===== config.mk =====
export PLATFORM = sky130hd
export DESIGN_NAME = alu_flag_cond_stage
export DESIGN_NICKNAME = d
export VERILOG_FILES = /design/src/rtl/alu_flag_cond_stage.sv
export SDC_FILE = /design/constraint.sdc
export NUM_CORES = 1
export LEC_CHECK = 0
export ABC_AREA = 1
export CAP_MARGIN = 25
export CORE_MARGIN = 1.5
export CORE_UTILIZATION = 52
export CTS_CLUSTER_SIZE = 20
export DETAILED_ROUTE_END_ITERATION = 7
export PLACE_DENSITY = 0.85
export SYNTH_ARGS = -nofsm -noshare
export SYNTH_HDL_FRONTEND = slang
export SYNTH_SLANG_ARGS = --single-unit

===== constraint.sdc =====
create_clock -name clk -period 2.9 [get_ports clk]
set_input_delay 0.87 -clock clk [delete_from_list [all_inputs] [get_ports clk]]
set_output_delay 0.87 -clock clk [all_outputs]
set_load 0.05 [all_outputs]

===== src/rtl/alu_flag_cond_stage.sv =====
// alu_flag_cond_stage: execute/writeback boundary stage after the ALU.
// Holds NZCV flags, evaluates the condition code against them, squashes
// failed instructions and registers results into a 2-entry skid buffer.
// Optional feature macro: COND_STATS_EN (adds squash_count port and counter).
module alu_flag_cond_stage #(
  parameter int unsigned DATA_W    = 32,
  parameter int unsigned REGADDR_W = 4,
  parameter int unsigned CNT_W     = 16
) (
  input  logic                 clk,
  input  logic                 reset,
  input  logic                 in_valid,
  output logic                 in_ready,
  input  logic [DATA_W-1:0]    ALUResult,
  input  logic                 Negative,
  input  logic                 Zero,
  input  logic                 Carry,
  input  logic                 Overflow,
  input  logic [3:0]           Cond,
  input  logic [1:0]           FlagWrite,
  input  logic                 RegWrite,
  input  logic                 MemWrite,
  input  logic                 PCSrc,
  input  logic [REGADDR_W-1:0] WA3,
  output logic                 out_valid,
  input  logic                 out_ready,
  output logic [DATA_W-1:0]    out_result,
  output logic [REGADDR_W-1:0] out_wa3,
  output logic                 out_regwrite,
  output logic                 out_memwrite,
  output logic                 out_pcsrc,
  output logic                 out_condex,
  output logic [3:0]           Flags
`ifdef COND_STATS_EN
  ,
  output logic [CNT_W-1:0]     squash_count
`endif
);

  typedef enum logic [1:0] {
    ST_EMPTY = 2'd0,
    ST_ONE   = 2'd1,
    ST_TWO   = 2'd2
  } state_e;

  typedef struct packed {
    logic [DATA_W-1:0]    result;
    logic [REGADDR_W-1:0] wa3;
    logic                 regwrite;
    logic                 memwrite;
    logic                 pcsrc;
    logic                 condex;
  } entry_t;

  state_e     state_q, state_d;
  entry_t     head_q, head_d;
  entry_t     skid_q, skid_d;
  logic [3:0] flags_q, flags_d;

  logic   cond_ex_c;
  logic   accept_c;
  logic   pop_c;
  entry_t new_entry_c;
  logic   n_c, z_c, c_c, v_c;

  assign n_c = flags_q[3];
  assign z_c = flags_q[2];
  assign c_c = flags_q[1];
  assign v_c = flags_q[0];

  // Condition evaluation against the flags as they stand before this instruction
  always_comb begin
    cond_ex_c = 1'b0;
    unique case (Cond)
      4'h0: cond_ex_c = z_c;
      4'h1: cond_ex_c = ~z_c;
      4'h2: cond_ex_c = c_c;
      4'h3: cond_ex_c = ~c_c;
      4'h4: cond_ex_c = n_c;
      4'h5: cond_ex_c = ~n_c;
      4'h6: cond_ex_c = v_c;
      4'h7: cond_ex_c = ~v_c;
      4'h8: cond_ex_c = c_c & ~z_c;
      4'h9: cond_ex_c = ~c_c | z_c;
      4'hA: cond_ex_c = (n_c == v_c);
      4'hB: cond_ex_c = (n_c != v_c);
      4'hC: cond_ex_c = ~z_c & (n_c == v_c);
      4'hD: cond_ex_c = z_c | (n_c != v_c);
      4'hE: cond_ex_c = 1'b1;
      4'hF: cond_ex_c = 1'b0;
      default: cond_ex_c = 1'b0;
    endcase
  end

  // Handshakes; in_ready is forced low while reset is asserted
  assign in_ready = (state_q != ST_TWO) & ~reset;
  assign accept_c = in_valid & in_ready;
  assign pop_c    = (state_q != ST_EMPTY) & out_ready;

  // Incoming entry with side-effect enables gated by the condition result
  always_comb begin
    new_entry_c          = '0;
    new_entry_c.result   = ALUResult;
    new_entry_c.wa3      = WA3;
    new_entry_c.regwrite = RegWrite & cond_ex_c;
    new_entry_c.memwrite = MemWrite & cond_ex_c;
    new_entry_c.pcsrc    = PCSrc & cond_ex_c;
    new_entry_c.condex   = cond_ex_c;
  end

  // Skid-buffer next state and entry movement; empty slots are kept at zero
  always_comb begin
    state_d = state_q;
    head_d  = head_q;
    skid_d  = skid_q;
    unique case (state_q)
      ST_EMPTY: begin
        if (accept_c) begin
          state_d = ST_ONE;
          head_d  = new_entry_c;
        end
      end
      ST_ONE: begin
        if (accept_c && pop_c) begin
          head_d = new_entry_c;
        end else if (accept_c) begin
          state_d = ST_TWO;
          skid_d  = new_entry_c;
        end else if (pop_c) begin
          state_d = ST_EMPTY;
          head_d  = '0;
        end
      end
      ST_TWO: begin
        if (pop_c) begin
          state_d = ST_ONE;
          head_d  = skid_q;
          skid_d  = '0;
        end
      end
      default: begin
        state_d = ST_EMPTY;
        head_d  = '0;
        skid_d  = '0;
      end
    endcase
  end

  // Flag update only for accepted instructions whose condition passed
  always_comb begin
    flags_d = flags_q;
    if (accept_c && cond_ex_c) begin
      if (FlagWrite[1]) flags_d[3:2] = {Negative, Zero};
      if (FlagWrite[0]) flags_d[1:0] = {Carry, Overflow};
    end
  end

  // State, buffer and flag registers with synchronous reset
  always_ff @(posedge clk) begin
    if (reset) begin
      state_q <= ST_EMPTY;
      head_q  <= '0;
      skid_q  <= '0;
      flags_q <= 4'b0000;
    end else begin
      state_q <= state_d;
      head_q  <= head_d;
      skid_q  <= skid_d;
      flags_q <= flags_d;
    end
  end

  assign out_valid    = (state_q != ST_EMPTY);
  assign out_result   = head_q.result;
  assign out_wa3      = head_q.wa3;
  assign out_regwrite = head_q.regwrite;
  assign out_memwrite = head_q.memwrite;
  assign out_pcsrc    = head_q.pcsrc;
  assign out_condex   = head_q.condex;
  assign Flags        = flags_q;

`ifdef COND_STATS_EN
  logic [CNT_W-1:0] squash_count_q, squash_count_d;

  // Saturating count of accepted instructions that failed their condition
  always_comb begin
    squash_count_d = squash_count_q;
    if (accept_c && !cond_ex_c && (squash_count_q != {CNT_W{1'b1}})) begin
      squash_count_d = squash_count_q + CNT_W'(1);
    end
  end

  // Squash counter register, cleared only by reset
  always_ff @(posedge clk) begin
    if (reset) squash_count_q <= '0;
    else       squash_count_q <= squash_count_d;
  end

  assign squash_count = squash_count_q;
`else
  // Counter width is still validated so a bad configuration is caught early
  if (CNT_W == 0) begin : g_bad_cnt_w
    $error("CNT_W must be nonzero");
  end
`endif

endmodule

==> reports/summary.txt <==
Port Buffer Count: 98
Ports: 99
Final Cycle Share: 0.9378
Crit start category: flop
Pin count of the biggest net entering global routing: 69
Post-DP HPWL: 6.765 mm
Final min period: 2.720 ns
Die ar.: 0.007665 mm²
Endpoints failing hold: 0
Number of global-route vias before repair: 3528
Sequential Power Share: 0.461
Leak Pwr: 1.889 nW
Final TNS setup: 0 ns
Initial Util: 0.5412
Post-synth top area share: 0.4631
Row count: 30
Clock power frac: 0.327
Power Total: 2.714 mW
Sw Ratio: 0.2947
# diodes: 0
Post-Place Setup Slack: -0.1129 ns
Post-synthesis cell count: 504
Grt ovf: 0
Multi-input gate area: 0.001787 mm²
Die Ht: 87.55 µm
Seq/Total Area, Yosys: 0.4631
Synth top area cells: dfxtp_1 46%, nand2_1 17%, a21oi_1 12%
# nets final: 642
Worst Tran Pin Value: 0.7026 ns
Antenna viol nets, final: 0
Kind of critical path: reg2out
Via count: 3819
Min-Delay Path Class: reg2reg
CTS buffer count: 9
Register area: 0.001722 mm²
Drt first pass iters: 5
Max Cap Viol: 0
Fill cell count: 534
Fmax: 367.7 MHz
Synth warn: 0
Skew-Pair Late Insertion Delay: 0.34 ns
Worst IR drop on VDD: 0.3192 mV
Clock root buffer: clkbuf_8
Area leader, netlist: dfxtp_1
RSZ-0062 raised after global routing: false
RePlAce Congestion: 0.8668
CTS Sinks: 86
GRT Resource Usage Total: 0.2698
Outcome: finished, final reports clean
Setup Buffers After CTS: 0
Clock Skew: 0.009856 ns
Int Pwr: 1.914 mW
Logic pwr share: 0.212
NetSw: 0.7999 mW
# H-tree levels: 3
PostCTS Resize Cnt: 0
Core area: 0.006869 mm²
CP required: 2.03 ns
DR iter-0 viols: 253
Critical-path maximum fanout: 4
Final Slew Violations: 0
Final setup margin: 0.1803 ns
Via/cell ratio: 5.535
Synthesized area: 0.003717 mm²
Slew margin rel.: 0.5316
First-pass GRT wire length: 16.39 mm
Setup crit end kind: output port
Syn_area_per_cell: 7.376 µm²
DR DRC count: 0
Setup-failing EPs final: 0
Count of state elements after synthesis: 86
Power per cell area: 545.3 mW/mm²
Final WL: 10.11 mm
CTS tree: built
Min Hold Slack: 0.4650 ns
Initial antenna violation count: 0
Die X: 87.55 µm
Netlist cell types: 24
Area growth syn-to-layout: 33.89%
Clk slew on worst S/H paths: 0.08 ns
WL/cell: 14.65 µm
Fraction of layout cells with a size suffix above 1: 0.07576
Hold buffers post-CTS: 0
Worst EP arrival: 1.85 ns
CTS max path bufs: 2
Syn_nets: 557
==> kinds of logic (layout without fill, tap and decap cells) <==
family / count (synthesis) / after routing / share of synthesized area
DFF: 86 / 86 / 0.4631
AOI/OAI and AO/OA: 129 / 129 / 0.2114
buffers and inverters: 54 / 144 / 0.06261
and+or+nand+nor: 235 / 235 / 0.2629
==> cells in the mapped netlist <==
master	n
inv_1	10
buf_6	2
nand4_1	6
nor3_1	2
or2_1	1
nand3_1	43
buf_1	3
a211oi_1	1
o21ai_1	1
nor3b_2	1
clkbuf_1	19
inv_2	7
a22o_1	35
o21a_1	1
o21ai_0	4
dfxtp_1	86
a21oi_1	86
buf_2	12
o21ai_2	1
nor2_2	3
nand2_2	2
nand2_1	164
clkinv_1	1
nor2_1	13
==> state kept, by name, summed over array words and instances (netlist names) <==
register / count
Flags: 4
out_regwrite: 1
out_wa3: 4
out_result: 32
out_condex: 1
out_memwrite: 1
skid_q: 40
out_pcsrc: 1
state_q: 2
==> cell usage in the layout, fill, tap and decap left out <==
| master | n |
|---|---|
| nor2_4 | 1 |
| buf_2 | 1 |
| dfxtp_1 | 86 |
| nand3_1 | 43 |
| bufinv_16 | 1 |
| nor3b_2 | 1 |
| nand4_1 | 6 |
| inv_6 | 1 |
| nor2_2 | 2 |
| a21oi_1 | 86 |
| o21a_1 | 1 |
| nor2_1 | 13 |
| o21ai_0 | 4 |
| a22o_1 | 35 |
| clkbuf_8 | 12 |
| o21ai_4 | 2 |
| clkdlybuf4s50_1 | 96 |
| nand2_1 | 164 |
| nand2_2 | 2 |
| a211oi_1 | 1 |
| buf_4 | 13 |
| inv_2 | 7 |
| nor3_1 | 2 |
| or2_1 | 1 |
| inv_1 | 10 |
| clkinv_2 | 1 |
| clkinv_4 | 1 |
| clkinv_1 | 1 |
==> worst max-delay path: stages (launching register included) <==
cell             delay [ns]
dfxtp_1                0.42
nor2_1                 0.09
inv_1                  0.15
clkdlybuf4s50_1        0.86
==> path summary, 6_finish.rpt <==
kind                                to  slack (ns)  cells after the start                      start
max                          out_valid        0.18                      3    state_q[0]$_SDFFE_PP0P_
min          out_memwrite$_SDFFE_PP0P_        0.47                      2  out_memwrite$_SDFFE_PP0P_
max reg2reg    skid_q[17]$_SDFFE_PP0P_        0.52                     10    state_q[1]$_SDFFE_PP0P_
min reg2reg  out_memwrite$_SDFFE_PP0P_        0.47                      2  out_memwrite$_SDFFE_PP0P_
==> power groups by stage <==
stage / sequential [mW] / clock (mW) / combinational, mW
2_1_floorplan: 1.41 / 0 / 0.209
3_3_place_gp: 1.28 / 0 / 0.563
3_5_place_dp: 1.28 / 0 / 0.570
4_1_cts: 1.25 / 0.898 / 0.572
5_1_grt: 1.26 / 0.951 / 0.613
6_report: 1.25 / 0.889 / 0.575
==> final cells by class <==
class / count / area share
clock buffers: 12 / 0.03318
multi-input cells: 364 / 0.3590
flip-flops and latches: 86 / 0.3459
well taps: 96 / 0.02413
repair buffers: 110 / 0.2137
clock inverters: 4 / 0.01056
inverters: 18 / 0.01357
==> metrics by stage <==
step,utilization,instance area [µm²],std cells
CTS,0.7246,4977,690
finish,0.7246,4977,690
floorplan,-,3717,504
global placement,0.6929,4760,674
detailed placement,0.6929,4760,674
global route,0.7246,4977,690
==> layer usage <==
metal  up-vias  GRT usage  part of all wire
met5         -          0                 0
met2       164     0.4455              0.50
met1      1787     0.3599              0.43
li1       1860          -                 -
met4         0     0.1025            0.0071
met3         8    0.03864             0.066
No activity file was read; power rests on OpenSTA's default activity.
